**config.mk**
```make
export PLATFORM = sky130hd
export DESIGN_NAME = subservient_dbg_arbiter
export DESIGN_NICKNAME = d
export VERILOG_FILES = /design/src/rtl/subservient_dbg_arbiter.sv
export SDC_FILE = /design/constraint.sdc
export NUM_CORES = 1
export LEC_CHECK = 0
export BUFFER_PORTS_ARGS = -buffer_cell sky130_fd_sc_hd__buf_2
export CAP_MARGIN = 20
export CORE_MARGIN = 3
export CORE_UTILIZATION = 45
export CTS_CLUSTER_DIAMETER = 120
export DETAILED_ROUTE_END_ITERATION = 8
export GPL_TIMING_DRIVEN = 0
export PLACE_DENSITY_LB_ADDON = 0.2
export SLEW_MARGIN = 20
export SYNTH_ARGS = -nofsm -noshare
export SYNTH_HDL_FRONTEND = slang
export SYNTH_SLANG_ARGS = --single-unit
```
**constraint.sdc**
```tcl
create_clock -name i_clk -period 2.39 [get_ports i_clk]
set_input_delay 0.239 -clock i_clk [delete_from_list [all_inputs] [get_ports i_clk]]
set_output_delay 0.239 -clock i_clk [all_outputs]
set_load 0.05 [all_outputs]
```
**src/rtl/subservient_dbg_arbiter.sv**
```systemverilog
// SRAM ownership arbiter between the subservient core and a 32-bit Wishbone debug port.
// Debug accesses are serialised into four byte-wide SRAM cycles while the core is held in reset.
module subservient_dbg_arbiter #(
    parameter int sram_aw = 10
) (
    input  logic               i_clk,
    input  logic               i_rst,
    input  logic               i_debug_mode,
    output logic               o_cpu_rst,
    output logic               o_dbg_active,
    input  logic [sram_aw-1:0] i_core_sram_waddr,
    input  logic [7:0]         i_core_sram_wdata,
    input  logic               i_core_sram_wen,
    input  logic [sram_aw-1:0] i_core_sram_raddr,
    output logic [7:0]         o_core_sram_rdata,
    input  logic [31:0]        i_wb_dbg_adr,
    input  logic [31:0]        i_wb_dbg_dat,
    input  logic [3:0]         i_wb_dbg_sel,
    input  logic               i_wb_dbg_we,
    input  logic               i_wb_dbg_stb,
    output logic [31:0]        o_wb_dbg_rdt,
    output logic               o_wb_dbg_ack,
    output logic [sram_aw-1:0] o_sram_waddr,
    output logic [7:0]         o_sram_wdata,
    output logic               o_sram_wen,
    output logic [sram_aw-1:0] o_sram_raddr,
    input  logic [7:0]         i_sram_rdata
);

    typedef enum logic [2:0] {
        CORE    = 3'd0,
        HALT    = 3'd1,
        DEBUG   = 3'd2,
        XFER    = 3'd3,
        RELEASE = 3'd4
    } state_t;

    state_t             state_r;
    logic               halt_cnt_r;
    logic [1:0]         lane_r;
    logic [sram_aw-3:0] adr_r;
    logic [31:0]        dat_r;
    logic [3:0]         sel_r;
    logic               we_r;
    logic               ack_r;
    logic               ack_rd_r;
    logic               dbg_active_r;
    logic [23:0]        rd_r;

    logic [sram_aw-1:0] xfer_addr_s;
    logic               stb_take_s;
    logic               adr_unused_s;

    function automatic logic [7:0] lane_byte(input logic [31:0] word, input logic [1:0] lane);
        case (lane)
            2'd0:    lane_byte = word[7:0];
            2'd1:    lane_byte = word[15:8];
            2'd2:    lane_byte = word[23:16];
            default: lane_byte = word[31:24];
        endcase
    endfunction

    assign xfer_addr_s  = {adr_r, lane_r};
    // A request still high during its own ack cycle must not be taken twice.
    assign stb_take_s   = i_wb_dbg_stb & ~ack_r;
    assign adr_unused_s = ^{i_wb_dbg_adr[31:sram_aw], i_wb_dbg_adr[1:0]};

    assign o_cpu_rst         = i_rst | (state_r != CORE);
    assign o_dbg_active      = dbg_active_r;
    assign o_wb_dbg_ack      = ack_r;
    assign o_core_sram_rdata = i_sram_rdata;
    // Lane 3 arrives from the SRAM in the ack cycle itself, so it is forwarded live.
    assign o_wb_dbg_rdt      = (ack_r & ack_rd_r) ? {i_sram_rdata, rd_r} : 32'h0000_0000;

    // Ownership FSM, debug transaction sequencing and registered ack/status.
    always_ff @(posedge i_clk) begin
        if (i_rst) begin
            state_r      <= CORE;
            halt_cnt_r   <= 1'b0;
            lane_r       <= 2'd0;
            adr_r        <= {(sram_aw-2){1'b0}};
            dat_r        <= 32'h0000_0000;
            sel_r        <= 4'h0;
            we_r         <= 1'b0;
            ack_r        <= 1'b0;
            ack_rd_r     <= 1'b0;
            dbg_active_r <= 1'b0;
            rd_r         <= 24'h00_0000;
        end else begin
            ack_r <= 1'b0;
            case (state_r)
                CORE: begin
                    if (stb_take_s) begin
                        ack_r    <= 1'b1;
                        ack_rd_r <= 1'b0;
                    end
                    if (i_debug_mode) begin
                        state_r    <= HALT;
                        halt_cnt_r <= 1'b0;
                    end
                end
                HALT: begin
                    if (stb_take_s) begin
                        ack_r    <= 1'b1;
                        ack_rd_r <= 1'b0;
                    end
                    halt_cnt_r <= 1'b1;
                    if (halt_cnt_r) begin
                        state_r      <= DEBUG;
                        dbg_active_r <= 1'b1;
                    end
                end
                DEBUG: begin
                    if (stb_take_s) begin
                        adr_r   <= i_wb_dbg_adr[sram_aw-1:2];
                        dat_r   <= i_wb_dbg_dat;
                        sel_r   <= i_wb_dbg_sel;
                        we_r    <= i_wb_dbg_we;
                        lane_r  <= 2'd0;
                        state_r <= XFER;
                    end else if (!i_debug_mode) begin
                        state_r      <= RELEASE;
                        dbg_active_r <= 1'b0;
                    end
                end
                XFER: begin
                    if (ack_r) begin
                        // A release requested mid-transaction takes effect right after the ack.
                        if (i_debug_mode) begin
                            state_r <= DEBUG;
                        end else begin
                            state_r      <= RELEASE;
                            dbg_active_r <= 1'b0;
                        end
                    end else begin
                        lane_r <= lane_r + 2'd1;
                        if (!we_r) begin
                            case (lane_r)
                                2'd1:    rd_r[7:0]   <= i_sram_rdata;
                                2'd2:    rd_r[15:8]  <= i_sram_rdata;
                                2'd3:    rd_r[23:16] <= i_sram_rdata;
                                default: rd_r        <= rd_r;
                            endcase
                        end
                        if (lane_r == 2'd3) begin
                            ack_r    <= 1'b1;
                            ack_rd_r <= ~we_r;
                        end
                    end
                end
                RELEASE: begin
                    if (stb_take_s) begin
                        ack_r    <= 1'b1;
                        ack_rd_r <= 1'b0;
                    end
                    state_r <= CORE;
                end
                default: begin
                    state_r      <= CORE;
                    dbg_active_r <= 1'b0;
                end
            endcase
        end
    end

    // SRAM port steering: core pass-through, gated write, or debug lane access.
    always_comb begin
        o_sram_waddr = i_core_sram_waddr;
        o_sram_wdata = i_core_sram_wdata;
        o_sram_raddr = i_core_sram_raddr;
        o_sram_wen   = 1'b0;
        case (state_r)
            CORE: begin
                o_sram_wen = i_core_sram_wen;
            end
            XFER: begin
                o_sram_waddr = xfer_addr_s;
                o_sram_raddr = xfer_addr_s;
                o_sram_wdata = lane_byte(dat_r, lane_r);
                o_sram_wen   = we_r & sel_r[lane_r] & ~ack_r;
            end
            default: begin
                o_sram_wen = 1'b0;
            end
        endcase
    end

endmodule

```
# [Word level (Yosys, flattened, before mapping)]
# Cells that the tools add are included.
[word_totals] word_cells=89 in_bits=110 register_bits=78 out_inout_bits=72
[op_classes] n_lt_le_gt_ge=1 n_eq_ne=16 bitwise=8 n_reduce_logical=17 n_mux=33 addsub=1
[ops] op="$mux W32" n=1
[ops] op="$pmux W8 S3" n=1
[ops] op="$reduce_and A4 Y1" n=6
[ops] op="$mux W10" n=2
[ops] op="$mux W3" n=6
[ops] op="$ne A2 B2 Y1 const B" n=7
[ops] op="$mux W1" n=12
[ops] op="$pmux W3 S4" n=1
[ops] op="$mux W8" n=1
[ops] op="$pmux W1 S2" n=4
[ops] op="$eq A3 B2 Y1 const B" n=2
[ops] op="$reduce_bool A2 Y1" n=3
[ops] op="$and A1 B1 Y1" n=4
[ops] op="$eq A2 B2 Y1 const B" n=2
[ops] op="$mux W2" n=2
[ops] op="$pmux W1 S4" n=1
[ops] op="$pmux W2 S2" n=1
[ops] op="$reduce_and A2 Y1" n=2
[ops] op="$eq A3 B1 Y1 const B" n=1
[ops] op="$eq A3 B3 Y1 const B" n=1
[ops] op="$logic_not A3 Y1" n=1
[ops] op="$lt A2 B3 Y1 const B" n=1
[ops] op="$ne A3 B3 Y1 const B" n=1
[ops] op="$not A1 Y1" n=3
[ops] op="10 further kinds" n=10

# [Depth between registers and ports, before layout]
[depth] word_depth=5 ltp_mapped=6 ltp_nobuf=5

# [Worst setup path before layout]
# OpenSTA, ideal clock, no wires.
[synth_timing] kind="register to output" start="reg ack_r, in the netlist o_wb_dbg_ack" end="out o_wb_dbg_rdt[22]" path_slack_ns=0.451 t_arrival_ns=1.700 required_time_ns=2.151 n_path_buf=2 path_stages_with_launch=4 path_cell_list="dfxtp_1 clkbuf_1 clkbuf_1 and3_1"
[synth_between] elab_chain_cells=2
[synth_lines] element="start, declared" line_no="45" text="logic ack_r;"
[synth_lines] element="start signal, assigned" line_no="85" text="ack_r <= 1'b0;"
[synth_lines] element="start signal, assigned" line_no="90" text="ack_r <= 1'b0;"
[synth_lines] element="start signal, assigned" line_no="94" text="ack_r <= 1'b1;"
[synth_lines] element="$and A1 B1 Y1" line_no="73" text="assign o_wb_dbg_rdt = (ack_r & ack_rd_r) ? {i_sram_rdata, rd_r} : 32'h0000_0000;"
[synth_lines] element="$mux W32" line_no="73"
[synth_lines] element="end, declared" line_no="21" text="output logic [31:0] o_wb_dbg_rdt,"
# Every way passes these cells.

# [Worst setup path after layout]
[layout_timing] start="reg lane_r[1]" end="out o_sram_wdata[7]"
[layout_between] elab_chain_cells=3 word_cells_on_any_way=5 cone_classes="eq/ne: 2; mux: 2; reduce/logical: 1"
[layout_lines] element="start, declared" line_no="40" text="logic [1:0] lane_r;"
[layout_lines] element="start signal, assigned" line_no="136" text="lane_r <= lane_r + 2'd1;"
[layout_lines] element="$eq A2 B2 Y1, or another cell as far along" line_no="55" text="case (lane)"
[layout_lines] element="$pmux W8 S3 (*)" line_no="55"
[layout_lines] element="$mux W8 (*)" line_no="172" text="case (state_r)"
[layout_lines] element="end, declared" line_no="24" text="output logic [7:0] o_sram_wdata,"
# Every way passes the cells marked *; elsewhere a longest branch is shown, timed or not.

==> impl_results.html <==
<table>
<tr><th>Metric</th><th>Value</th></tr>
<tr><th colspan="2">Die</th></tr>
<tr><td>Core Region</td><td>8890 sq um</td></tr>
<tr><td>Count of standard-cell rows</td><td>34</td></tr>
<tr><td>Die height</td><td>103 microns</td></tr>
<tr><td>Die X</td><td>103 microns</td></tr>
<tr><td>Initial core utilization</td><td>0.472</td></tr>
<tr><td>Number of I/O pins</td><td>182</td></tr>
<tr><td>Die outline area</td><td>10500 sq um</td></tr>
<tr><th colspan="2">Global route</th></tr>
<tr><td>Global routing usage summed across all routing layers</td><td>0.234</td></tr>
<tr><td>Overflow left after global routing</td><td>0</td></tr>
<tr><td>Antenna violations before repair</td><td>0</td></tr>
<tr><td>Global-route wire length before repair</td><td>19600 microns</td></tr>
<tr><td>Vias in the first global route</td><td>4013</td></tr>
<tr><td>Pin count of the biggest net entering global routing</td><td>13</td></tr>
<tr><th colspan="2">Setup path</th></tr>
<tr><td>Crit end category</td><td>primary output</td></tr>
<tr><td>Max Fanout on Critical Path</td><td>9</td></tr>
<tr><td>R2R Setup Slk</td><td>between 0.8 and 0.9 ns</td></tr>
<tr><td>Endpoint of the lowest-slack register-to-register path</td><td>dat_r[5]</td></tr>
<tr><td>Arrival time of data at the critical path endpoint</td><td>2.12 ns</td></tr>
<tr><td>Critical path launch point type</td><td>flip-flop</td></tr>
<tr><td>Register-to-Register Path Depth</td><td>6</td></tr>
<tr><td>Beginning of the worst register-to-register path</td><td>state_r[0]</td></tr>
<tr><td>Required time of the worst setup path</td><td>2.15 ns</td></tr>
<tr><td>Worst Path Class, Setup</td><td>flip-flop to primary output</td></tr>
<tr><td>CP max stage delay</td><td>between 0.4 and 0.5 ns</td></tr>
<tr><td>Worst-path cell with the longest stage delay</td><td>a222oi_1</td></tr>
<tr><td>Sequence of cells on the critical path</td><td>inv_1, ha_2, a222oi_1, o21ai_1, mux2_2, buf_2</td></tr>
<tr><th colspan="2">Layout</th></tr>
<tr><td>Number of nets in the finished design</td><td>798</td></tr>
<tr><td>P&amp;R area growth vs syn</td><td>26.3%</td></tr>
<tr><td>Antenna cells</td><td>0</td></tr>
<tr><td>Count of filler cells inserted in the layout</td><td>856</td></tr>
<tr><td>Fraction of layout instances using a drive strength above 1</td><td>0.329</td></tr>
<tr><td>Final core occ</td><td>0.596</td></tr>
<tr><td>Final Non-Filler Cells</td><td>795</td></tr>
<tr><th colspan="2">Timing</th></tr>
<tr><td>Actual slew at the worst max-slew pin</td><td>~0.6 ns</td></tr>
<tr><td>Number of hold violations in the final report</td><td>0</td></tr>
<tr><td>Min Clock Period, post-route</td><td>2.36 ns</td></tr>
<tr><td>Number of pins with negative max-slew slack in the final report</td><td>0</td></tr>
<tr><td>Worst hold margin</td><td>0.136 ns</td></tr>
<tr><td>Upper clock frequency limit</td><td>~420 MHz</td></tr>
<tr><td>Aggregate negative setup slack</td><td>0 ns</td></tr>
<tr><td>Clock skew</td><td>0.00568 ns</td></tr>
<tr><td>Part of the cycle the worst path needs</td><td>0.987</td></tr>
<tr><td>Worst slew slack as a fraction of its limit</td><td>0.605</td></tr>
<tr><td>Count of final setup violators</td><td>0</td></tr>
<tr><td>RSZ-0062 raised after global routing</td><td>false</td></tr>
<tr><th colspan="2">Logic synthesis</th></tr>
<tr><td>Cell variety after synth</td><td>48</td></tr>
<tr><td>Post-synthesis sequential element count</td><td>slightly below 80</td></tr>
<tr><td>Fraction of registers with async set or reset after synthesis</td><td>0</td></tr>
<tr><td>Total nets after synthesis</td><td>about 630</td></tr>
<tr><td>Number of synthesized flops with an enable pin</td><td>0</td></tr>
<tr><td>Synthesized area per cell</td><td>around 8.1 sq um</td></tr>
<tr><td>Cell accounting for the most synthesized area</td><td>dfxtp_1</td></tr>
<tr><td>Dominant register cell in the synthesized netlist</td><td>dfxtp_1</td></tr>
<tr><td>Syn Std Cell Area</td><td>~4200 sq um</td></tr>
<tr><td>Number of warnings printed during yosys synthesis</td><td>0</td></tr>
<tr><td>Ranking of synthesized cells by area</td><td>dfxtp_1 37%, o21ai_0 6.2%, mux2i_1 6.0%</td></tr>
<tr><td>Share of the yosys chip area belonging to registers</td><td>0.372</td></tr>
<tr><td>Synth Instances</td><td>518</td></tr>
<tr><td>Synth top area share</td><td>0.372</td></tr>
<tr><th colspan="2">Hold path</th></tr>
<tr><td>Cells on Worst Hold Path</td><td>3</td></tr>
<tr><td>Start point of the worst hold path</td><td>i_wb_dbg_sel[2]</td></tr>
<tr><td>Min-delay worst type</td><td>input pin to flip-flop</td></tr>
<tr><td>Destination of the worst hold path</td><td>sel_r[2]</td></tr>
<tr><th colspan="2">CTS</th></tr>
<tr><td>Clk Latency, worst-skew pair</td><td>0.35 ns</td></tr>
<tr><td>Clock buffers created by TritonCTS</td><td>9</td></tr>
<tr><td>H-tree lvl count</td><td>3</td></tr>
<tr><td>Max Root-Sink Buffers</td><td>2</td></tr>
<tr><td>TritonCTS clock tree</td><td>yes</td></tr>
<tr><td>Number of sinks handled by clock tree synthesis</td><td>78</td></tr>
<tr><td>Root Buffer Master</td><td>clkbuf_8</td></tr>
<tr><td>Clock transition at the registers of the reported paths</td><td>0.08 ns</td></tr>
<tr><th colspan="2">Routing</th></tr>
<tr><td>Via total after detailed routing</td><td>about 4300</td></tr>
<tr><td>Vias per cell</td><td>5.44</td></tr>
<tr><td>Wirelength, routed</td><td>12600 microns</td></tr>
<tr><td>Count of nets left with antenna violations after detail routing</td><td>0</td></tr>
<tr><td>Wirelength per Cell</td><td>between 15 and 20 microns</td></tr>
<tr><td>TritonRoute pass-1 iters</td><td>5</td></tr>
<tr><td>Remaining design rule violation count</td><td>0</td></tr>
<tr><td>Initial detailed-routing violation count</td><td>271</td></tr>
<tr><th colspan="2">Place</th></tr>
<tr><td>IO Port Bufs</td><td>157</td></tr>
<tr><td>Final HPWL DP</td><td>9380 microns</td></tr>
<tr><td>Number of cells after detailed placement</td><td>a little under 800</td></tr>
<tr><td>Placer's final routability congestion estimate</td><td>0.853</td></tr>
<tr><th colspan="2">Power</th></tr>
<tr><td>Power density over the cells</td><td>751 nW/um^2</td></tr>
<tr><td>Static Leakage</td><td>0.00255 uW</td></tr>
<tr><td>Maximum ir drop on the vdd rail</td><td>~360 uV</td></tr>
<tr><th colspan="2">Run</th></tr>
<tr><td>Count of maximum capacitance violations</td><td>0</td></tr>
<tr><th colspan="2">Run status</th></tr>
<tr><td>Outcome</td><td>completed</td></tr>
</table>
[per-layer routing]
| layer | part of all wire | vias to the layer above | track usage |
|---|---|---|---|
| li1 | - | 2147 | - |
| met1 | 0.45 | 2015 | 0.329 |
| met2 | 0.48 | 147 | 0.368 |
| met3 | 0.060 | 17 | 0.0372 |
| met4 | 0.016 | 0 | 0.0787 |
| met5 | 0 | - | 0 |
[layout by cell type (no fill, tap or decap), types with 10 or more instances in the layout]
cell type	count
dfxtp_1	76
a21oi_1	49
clkbuf_1	23
nand2_1	63
nand2b_1	36
and3_1	34
mux2i_1	25
o21ai_0	49
buf_2	172
buf_4	14
nand3_1	45
clkbuf_8	10
[registers in the layout, indices dropped and copies added, names as in the netlist]
signal / count
rd_r: 24
sel_r: 4
adr_r: 8
lane_r: 2
o_dbg_active: 1
we_r: 1
state_r: 3
halt_cnt_r: 1
dat_r: 32
o_wb_dbg_ack: 1
ack_rd_r: 1
[cells by family after synthesis]
family,share of synthesized area
simple gates,0.269
compound gates,0.175
flops,0.372
buf+inv,0.0824
mux,0.0865
fa+ha+maj,0.0149
[what timing repair did]
item,CTS,global route
gates resized for setup,6,9
pin swaps,2,2
setup endpoints to repair,8,16
setup buffers,0,0
hold buffers,0,0
endpoints found under the hold margin,0,0
[through the flow]
stage | instance area (sq um) | setup WS [ns] | total power, uW
after detailed placement | 5110 | 0.0286 | 3100
after global placement | 5110 | 0.0682 | 3070
after CTS | 5280 | 0.0123 | 3970
after floorplan | 4190 | 0.451 | 2670
final | 5300 | 0.0319 | 3980
after global routing | 5300 | 0.00773 | 4180
[area by class of cell]
cell class                      instances  area [sq um]  share of cell area
Multi-Input combinational cell        375          2300               0.435
Timing Repair Buffer                  157           786               0.148
Inverter                                5          18.8             0.00354
Clock inverter                          4          23.8             0.00449
Sequential cell                        78          1570               0.296
Tap cell                              108           135              0.0255
Buffer                                 57           318              0.0600
Clock buffer                           11           141              0.0267
[synthesized netlist by cell type, types with 2 or more instances]
library cell	instances
buf_4	14
nor2b_1	3
a31oi_1	2
clkbuf_1	27
nor3_1	2
nor2_1	5
inv_1	5
buf_2	15
mux2i_1	25
ha_1	5
a211o_1	3
nand2b_1	36
and3_1	34
nand3b_1	4
and3b_1	3
mux2_2	8
dfxtp_1	78
nand3_1	45
a21oi_1	49
o21ai_0	52
buf_6	4
nand2_1	63
o21ai_1	3
a222oi_1	8
or3_1	2
[where the power goes]
group	internal, uW	total (uW)	switching [uW]
Combinational	528	1630	1100
Sequential	1390	1470	77.9
Clock	397	877	480
Total	2320	3980	1660
[worst max path at each step]
stage	startpoint	to	slack, ns	cells past startpoint
after global placement	lane_r[0]	o_sram_wdata[5]	0.07	7
after detailed placement	lane_r[0]	o_sram_wdata[7]	0.03	7
after global routing	lane_r[0]	o_sram_wdata[5]	0.008	6
after CTS	lane_r[1]	o_sram_wdata[7]	0.01	6
final	lane_r[1]	o_sram_wdata[7]	0.03	6
after floorplan	o_wb_dbg_ack	o_wb_dbg_rdt[22]	0.45	3
[worst max-delay path: cells and delay by family (launching register included)]
kind            cells  cell delay (ns)
compound gates      2             0.53
fa+ha+maj           1             0.26
buf+inv             2             0.31
flops               1             0.39
mux                 1             0.27
No activity file was read; power rests on OpenSTA's default activity.
